==> config.mk <==
export PLATFORM = sky130hd
export DESIGN_NAME = mmcm_drp_ctrl
export DESIGN_NICKNAME = d
export VERILOG_FILES = /design/src/rtl/mmcm_drp_pkg.sv /design/src/rtl/mmcm_div_calc.sv /design/src/rtl/mmcm_drp_ctrl.sv
export SDC_FILE = /design/constraint.sdc
export NUM_CORES = 1
export LEC_CHECK = 0
export CAP_MARGIN = 5
export CORE_MARGIN = 4
export CORE_UTILIZATION = 55
export DETAILED_ROUTE_END_ITERATION = 6
export MAX_ROUTING_LAYER = met4
export PLACE_DENSITY = 0.9
export SLEW_MARGIN = 20
export SYNTH_ARGS = -nofsm -noshare
export SYNTH_HDL_FRONTEND = slang
export SYNTH_SLANG_ARGS = --single-unit
==> constraint.sdc <==
create_clock -name clk_i -period 3.5 [get_ports clk_i]
set_input_delay 0.525 -clock clk_i [delete_from_list [all_inputs] [get_ports clk_i]]
set_output_delay 0.525 -clock clk_i [all_outputs]
set_load 0.01 [all_outputs]
==> src/rtl/mmcm_drp_pkg.sv <==
// Shared definitions for the MMCM DRP reconfiguration controller:
// register addresses, request limits, FSM states and divider field layout.
package mmcm_drp_pkg;

    localparam logic [6:0] ADDR_FB_REG1  = 7'h14;
    localparam logic [6:0] ADDR_FB_REG2  = 7'h15;
    localparam logic [6:0] ADDR_CO0_REG1 = 7'h08;
    localparam logic [6:0] ADDR_CO0_REG2 = 7'h09;

    localparam logic [6:0] M_MIN = 7'd2;
    localparam logic [6:0] M_MAX = 7'd64;
    localparam logic [6:0] D_MIN = 7'd1;
    localparam logic [6:0] D_MAX = 7'd126;

    typedef enum logic [2:0] {
        S_IDLE,
        S_RST_ON,
        S_RD,
        S_RD_WAIT,
        S_WR,
        S_WR_WAIT,
        S_HOLD,
        S_LOCK_WAIT
    } state_t;

    typedef struct packed {
        logic [5:0] high;
        logic [5:0] low;
        logic       edge_bit;
        logic       no_count;
    } div_fields_t;

    function automatic logic [6:0] reg_addr(input logic [1:0] idx);
        case (idx)
            2'd0:    return ADDR_FB_REG1;
            2'd1:    return ADDR_FB_REG2;
            2'd2:    return ADDR_CO0_REG1;
            default: return ADDR_CO0_REG2;
        endcase
    endfunction

    function automatic logic cfg_legal(input logic [6:0] m, input logic [6:0] d);
        return (m >= M_MIN) && (m <= M_MAX) && (d >= D_MIN) && (d <= D_MAX);
    endfunction

endpackage

==> src/rtl/mmcm_div_calc.sv <==
// Combinational counter-field calculator: divide value N -> HIGH/LOW/EDGE/NO_COUNT.
// N=1 is the bypass case and uses 1/1 with EDGE cleared.
module mmcm_div_calc
    import mmcm_drp_pkg::*;
(
    input  logic [6:0]  i_n,
    output div_fields_t o_fields
);

    logic       w_one;
    logic [5:0] w_half;

    assign w_one  = (i_n == 7'd1);
    assign w_half = 6'(i_n >> 1);

    always_comb begin
        o_fields.high     = w_one ? 6'd1 : w_half;
        o_fields.low      = w_one ? 6'd1 : 6'(i_n - {1'b0, w_half});
        o_fields.edge_bit = w_one ? 1'b0 : i_n[0];
        o_fields.no_count = w_one;
    end

endmodule

==> src/rtl/mmcm_drp_ctrl.sv <==
// MMCM reconfiguration controller: holds the MMCM in reset, read-modify-writes the
// CLKFBOUT and CLKOUT0 counter registers over DRP, then waits for lock.
module mmcm_drp_ctrl
    import mmcm_drp_pkg::*;
#(
    parameter int LOCK_TIMEOUT = 65535,
    parameter int DRDY_TIMEOUT = 63,
    parameter int RST_HOLD     = 8
) (
    input  logic        clk_i,
    input  logic        rst_i,
    input  logic        cfg_valid_i,
    output logic        cfg_ready_o,
    input  logic [6:0]  cfg_mult_i,
    input  logic [6:0]  cfg_div0_i,
    output logic [6:0]  drp_daddr_o,
    output logic [15:0] drp_di_o,
    input  logic [15:0] drp_do_i,
    output logic        drp_den_o,
    output logic        drp_dwe_o,
    input  logic        drp_drdy_i,
    output logic        mmcm_rst_o,
    input  logic        mmcm_locked_i,
    output logic        locked_o,
    output logic        busy_o,
    output logic        done_o,
    output logic        err_o
);

    localparam int T_MAX0 = (LOCK_TIMEOUT > DRDY_TIMEOUT) ? LOCK_TIMEOUT : DRDY_TIMEOUT;
    localparam int T_MAX  = (T_MAX0 > RST_HOLD) ? T_MAX0 : RST_HOLD;
    localparam int TW     = $clog2(T_MAX + 1);

    state_t      r_state, w_state_nxt;
    logic [1:0]  r_idx;
    logic [TW-1:0] r_timer;
    logic [6:0]  r_m, r_d;
    logic        r_lock_meta, r_lock_sync;
    logic        r_mmcm_rst;
    logic [6:0]  r_daddr;
    logic [15:0] r_di;
    logic        r_done, r_err;

    logic        w_den, w_dwe, w_busy, w_rst_nxt;
    logic        w_accept, w_legal;
    logic        w_drdy_to, w_hold_done, w_lock_to;
    logic        w_drdy_miss, w_lock_miss;
    logic [6:0]  w_n;
    div_fields_t w_f;
    logic [15:0] w_rmw;
    logic        w_unused_do;

    assign w_n = r_idx[1] ? r_d : r_m;

    mmcm_div_calc u_div_calc (
        .i_n      (w_n),
        .o_fields (w_f)
    );

    // Even index is the HIGH/LOW register, odd index the EDGE/NO_COUNT register.
    assign w_rmw = r_idx[0] ? {drp_do_i[15:8], w_f.edge_bit, w_f.no_count, 6'b0}
                            : {drp_do_i[15:12], w_f.high, w_f.low};
    assign w_unused_do = ^drp_do_i[7:0];

    assign w_accept    = (r_state == S_IDLE) && cfg_valid_i;
    assign w_legal     = cfg_legal(cfg_mult_i, cfg_div0_i);
    assign w_drdy_to   = (r_timer == TW'(DRDY_TIMEOUT));
    assign w_hold_done = (r_timer == TW'(RST_HOLD - 1));
    assign w_lock_to   = (r_timer == TW'(LOCK_TIMEOUT));
    assign w_drdy_miss = ((r_state == S_RD_WAIT) || (r_state == S_WR_WAIT)) && !drp_drdy_i && w_drdy_to;
    assign w_lock_miss = (r_state == S_LOCK_WAIT) && !r_lock_sync && w_lock_to;

    always_ff @(posedge clk_i or posedge rst_i) begin
        if (rst_i) r_state <= S_IDLE;
        else       r_state <= w_state_nxt;
    end

    always_comb begin
        w_state_nxt = r_state;
        case (r_state)
            S_IDLE:      if (cfg_valid_i && w_legal) w_state_nxt = S_RST_ON;
            S_RST_ON:    w_state_nxt = S_RD;
            S_RD:        w_state_nxt = S_RD_WAIT;
            S_RD_WAIT:   if (drp_drdy_i)     w_state_nxt = S_WR;
                         else if (w_drdy_to) w_state_nxt = S_HOLD;
            S_WR:        w_state_nxt = S_WR_WAIT;
            S_WR_WAIT:   if (drp_drdy_i)     w_state_nxt = (r_idx == 2'd3) ? S_HOLD : S_RD;
                         else if (w_drdy_to) w_state_nxt = S_HOLD;
            S_HOLD:      if (w_hold_done)    w_state_nxt = S_LOCK_WAIT;
            S_LOCK_WAIT: if (r_lock_sync || w_lock_to) w_state_nxt = S_IDLE;
            default:     w_state_nxt = S_IDLE;
        endcase
    end

    always_comb begin
        w_den     = 1'b0;
        w_dwe     = 1'b0;
        w_busy    = (r_state != S_IDLE);
        w_rst_nxt = !((w_state_nxt == S_IDLE) || (w_state_nxt == S_LOCK_WAIT));
        case (r_state)
            S_RD:    w_den = 1'b1;
            S_WR:    begin w_den = 1'b1; w_dwe = 1'b1; end
            default: ;
        endcase
    end

    always_ff @(posedge clk_i or posedge rst_i) begin
        if (rst_i) begin
            r_lock_meta <= 1'b0;
            r_lock_sync <= 1'b0;
        end else begin
            r_lock_meta <= mmcm_locked_i;
            r_lock_sync <= r_lock_meta;
        end
    end

    always_ff @(posedge clk_i or posedge rst_i) begin
        if (rst_i) begin
            r_idx      <= 2'd0;
            r_timer    <= '0;
            r_m        <= 7'd0;
            r_d        <= 7'd0;
            r_mmcm_rst <= 1'b1;
            r_daddr    <= 7'd0;
            r_di       <= 16'd0;
            r_done     <= 1'b0;
            r_err      <= 1'b0;
        end else begin
            r_timer    <= (w_state_nxt != r_state) ? '0 : r_timer + 1'b1;
            r_mmcm_rst <= w_rst_nxt;
            r_done     <= (r_state == S_LOCK_WAIT) && r_lock_sync && !r_err;
            if (w_accept) begin
                r_m   <= cfg_mult_i;
                r_d   <= cfg_div0_i;
                r_err <= !w_legal;
            end else if (w_drdy_miss || w_lock_miss) begin
                r_err <= 1'b1;
            end
            if (r_state == S_RST_ON) begin
                r_idx   <= 2'd0;
                r_daddr <= reg_addr(2'd0);
            end
            // Address only moves between accesses, so it is stable from den to drdy.
            if ((r_state == S_WR_WAIT) && drp_drdy_i) begin
                r_idx <= r_idx + 2'd1;
                if (r_idx != 2'd3) r_daddr <= reg_addr(r_idx + 2'd1);
            end
            if ((r_state == S_RD_WAIT) && drp_drdy_i) r_di <= w_rmw;
        end
    end

    assign cfg_ready_o = !w_busy;
    assign busy_o      = w_busy;
    assign drp_den_o   = w_den;
    assign drp_dwe_o   = w_dwe;
    assign drp_daddr_o = r_daddr;
    assign drp_di_o    = r_di;
    assign mmcm_rst_o  = r_mmcm_rst;
    assign locked_o    = r_lock_sync && (r_state == S_IDLE);
    assign done_o      = r_done;
    assign err_o       = r_err;

endmodule

==> flow_metrics.py <==
metrics = {
    "timing": {
        "finalSetupViolations": 0,
        "fin_skew_ns": 0.00815,
        "finalSetupTns_ns": 0,
        "slew_headroom_pct": 62.3,
        "finalHoldViolCount": 0,
        "drv_slew": 0,
        "worst_pin_slew_ns": 0.550,
        "fin_crit_ns": 2.53,
        "hold_ws_ns": 0.355,
        "fmax_mhz": 395,
        "rsz0062_at_grt": "false",
        "min_period_over_period_pct": 72.3,
    },
    "cts": {
        "clockBufferDepth": 2,
        "cts_num_sinks": 63,
        "cts_tree": "yes",
        "worstSkewPairLatency_ns": 0.35,
        "hold_buffers": 0,
        "cts_buffers": 9,
        "cts_root_buf": "clkbuf_8",
        "cts_resized": 0,
        "cts_max_level": 3,
        "clkTransAtPathRegs_ns": 0.07,
        "post_cts_buffers": 0,
    },
    "final_layout": {
        "register_area_mm2": 0.00158,
        "fillCellCount": 371,
        "drive_gt1_share_pct": 13.0,
        "final_common_cell": "dfrtp_1",
        "multiInputGateArea_mm2": 0.00151,
        "layout.nets": 410,
        "syn2layout_area_growth_pct": 25.1,
        "layout_common_cells": "dfrtp_1 (62), clkdlybuf4s50_1 (57), nor2_1 (29)",
        "antennaDiodeCount": 0,
    },
    "setup_path": {
        "cp.arrival_ns": 2.01,
        "cp-endpoint": "drp_den_o",
        "startpoint": "r_state[2]",
        "start_kind": "flip-flop",
        "rr_worst_depth": 7,
        "end_kind": "output port",
        "r2r_end": "drp_di_o[5]",
        "critPathKind": "flip-flop to output port",
        "cp_max_fo": 16,
        "required_ns": 2.97,
        "r2r-start": "r_idx[1]",
        "rrSetupSlack_ns": 1.03,
    },
    "floorplanning": {
        "num_io_pins": 66,
        "initial_core_util_pct": 57.7,
        "die_y_um": 84.4,
        "die-area_mm2": 0.00713,
        "fp-row-count": 27,
        "die_w_um": 84.4,
        "fp.coreArea_mm2": 0.00557,
    },
    "route": {
        "drc": 0,
        "wl_per_cell_um": 15.6,
        "firstDrtPassIters": 5,
        "ant_nets": 0,
        "routed_wl_mm": 6.90,
        "vias": 2496,
        "drt_iter0_drc": 162,
        "via_per_inst": 5.66,
    },
    "pwr": {
        "powerDensity_mw_per_mm2": 798,
        "ir_drop_mv": 0.437,
        "finalPower_w": 0.00321,
        "leakage_nw": 1.70,
    },
    "synthesis": {
        "syn_inst": 305,
        "synth_seq_cells": 63,
        "syn_area_per_cell_um2": 10.5,
        "syn_area_mm2": 0.00321,
        "yosysWarningCount": 0,
        "yosysUniqueCellTypes": 50,
        "ys_seq_area_share_pct": 49.1,
        "syn_nets": 351,
    },
    "job": {
        "cap_violations": 0,
    },
    "outcome": {
        "status": "complete, no violations",
    },
    "placement": {
        "post-dp-hpwl_mm": 4.91,
        "place.gp.congestion": 0.802,
        "port_buffers": 57,
    },
    "grt": {
        "grt_max_degree": 28,
        "grt_pass1_wl_mm": 12.1,
        "antenna_found_initial": 0,
        "grt_pass1_vias": 2605,
        "gr-total-overflow": 0,
        "track_usage_pct": 21.9,
    },
    "worst_hold_path": {
        "hold_path_class": "flip-flop to flip-flop",
    },
}
## cells in the mapped netlist (all sizes together)
cell type | count | area, um^2
o21ba | 1 | 10.0
nor2b | 8 | 50.1
dfstp | 1 | 26.3
nand3b | 2 | 15.0
xnor2 | 8 | 70.1
o21a | 1 | 15.0
nor4b | 1 | 8.76
a22o | 6 | 52.6
nand3 | 8 | 40.0
nor2 | 29 | 109
and3 | 2 | 12.5
a21o | 2 | 15.0
a31oi | 1 | 6.26
dfrtp | 62 | 1550
or4 | 3 | 26.3
mux2 | 19 | 214
o31ai | 3 | 22.5
mux2i | 6 | 60.1
and2 | 2 | 12.5
nand2 | 25 | 93.8
or2b | 1 | 8.76
o211ai | 1 | 7.51
nor3 | 9 | 50.1
fa | 1 | 20.0
clkbuf | 9 | 43.8
nor3b | 2 | 15.0
nor4 | 5 | 46.3
a21oi | 12 | 60.1
o22a | 1 | 10.0
o21bai | 1 | 7.51
a31o | 1 | 8.76
nand4 | 7 | 43.8
nand2b | 3 | 18.8
and4 | 3 | 26.3
buf | 4 | 32.5
o21ai | 16 | 83.8
o2111ai | 1 | 15.0
inv | 13 | 48.8
o31a | 1 | 8.76
or2 | 1 | 6.26
or4bb | 1 | 11.3
xor2 | 12 | 105
ha | 10 | 125
## metal layers
metal	wire, um	global-route usage [%]	part of all wire (%)
met2	3430	35.7	50
met4	221	9.93	3.2
met3	394	6.58	5.7
met5	0	-	0
met1	2850	24.9	41
## state kept, by name, indices dropped and copies added (netlist names)
name,cells
r_lock_sync,1
drp_daddr_o,7
r_state,3
r_lock_meta,1
r_d,7
r_idx,2
r_timer,16
r_m,7
drp_di_o,16
done_o,1
mmcm_rst_o,1
err_o,1
## through the flow
stage | util (%) | cells | setup WS [ns] | cell area [um^2]
finish | 72.1 | 441 | 0.970 | 4020
global route | 72.1 | 441 | 0.840 | 4020
CTS | 72.1 | 441 | 0.961 | 4020
detailed placement | 68.7 | 425 | 0.807 | 3830
global placement | 68.7 | 425 | 0.888 | 3830
floorplan | - | 305 | 1.29 | 3210
## how the worst min path moves through the flow
stage,start,endpoint,slack [ns],cells after the start
2_1_floorplan,r_lock_meta,r_lock_sync,0.33,0
3_5_place_dp,r_lock_meta,r_lock_sync,0.34,0
6_report,r_lock_meta,r_lock_sync,0.36,0
5_1_grt,r_lock_meta,r_lock_sync,0.37,0
4_1_cts,r_lock_meta,r_lock_sync,0.36,0
3_3_place_gp,r_lock_meta,r_lock_sync,0.34,0
## power breakdown
group	internal [W]	leakage (nW)	switching (W)
logic	0.000739	0.810	0.000685
clock network	0.000348	0.0936	0.000279
registers	0.000960	0.796	0.000199
total	0.00205	1.70	0.00116
## critical path: stages (launching register included)
cell             delay [ns]
dfrtp_1                0.67
xor2_1                 0.27
nor2b_1                0.16
clkdlybuf4s50_1        0.55
## cell type report
type,instances,share of cell area (%)
flip-flops and latches,63,39.2
multi-input cells,216,37.6
repair buffers,61,14.9
clock buffers,13,3.70
well taps,72,2.24
inverters,13,1.21
clock inverters,3,1.06
## cells by family (layout without fill, tap and decap cells)
family	after synthesis	count (layout)	synth area share, %
flip-flops	63	63	49.1
AND/OR/NAND/NOR	112	112	18.5
AO/OA/AOI/OAI	48	48	10.0
XOR/XNOR	20	20	5.45
adder cells (fa/ha/maj)	11	11	4.52
multiplexers	25	25	8.52
buffers and inverters	26	90	3.89
No activity file was read; power rests on OpenSTA's default activity.
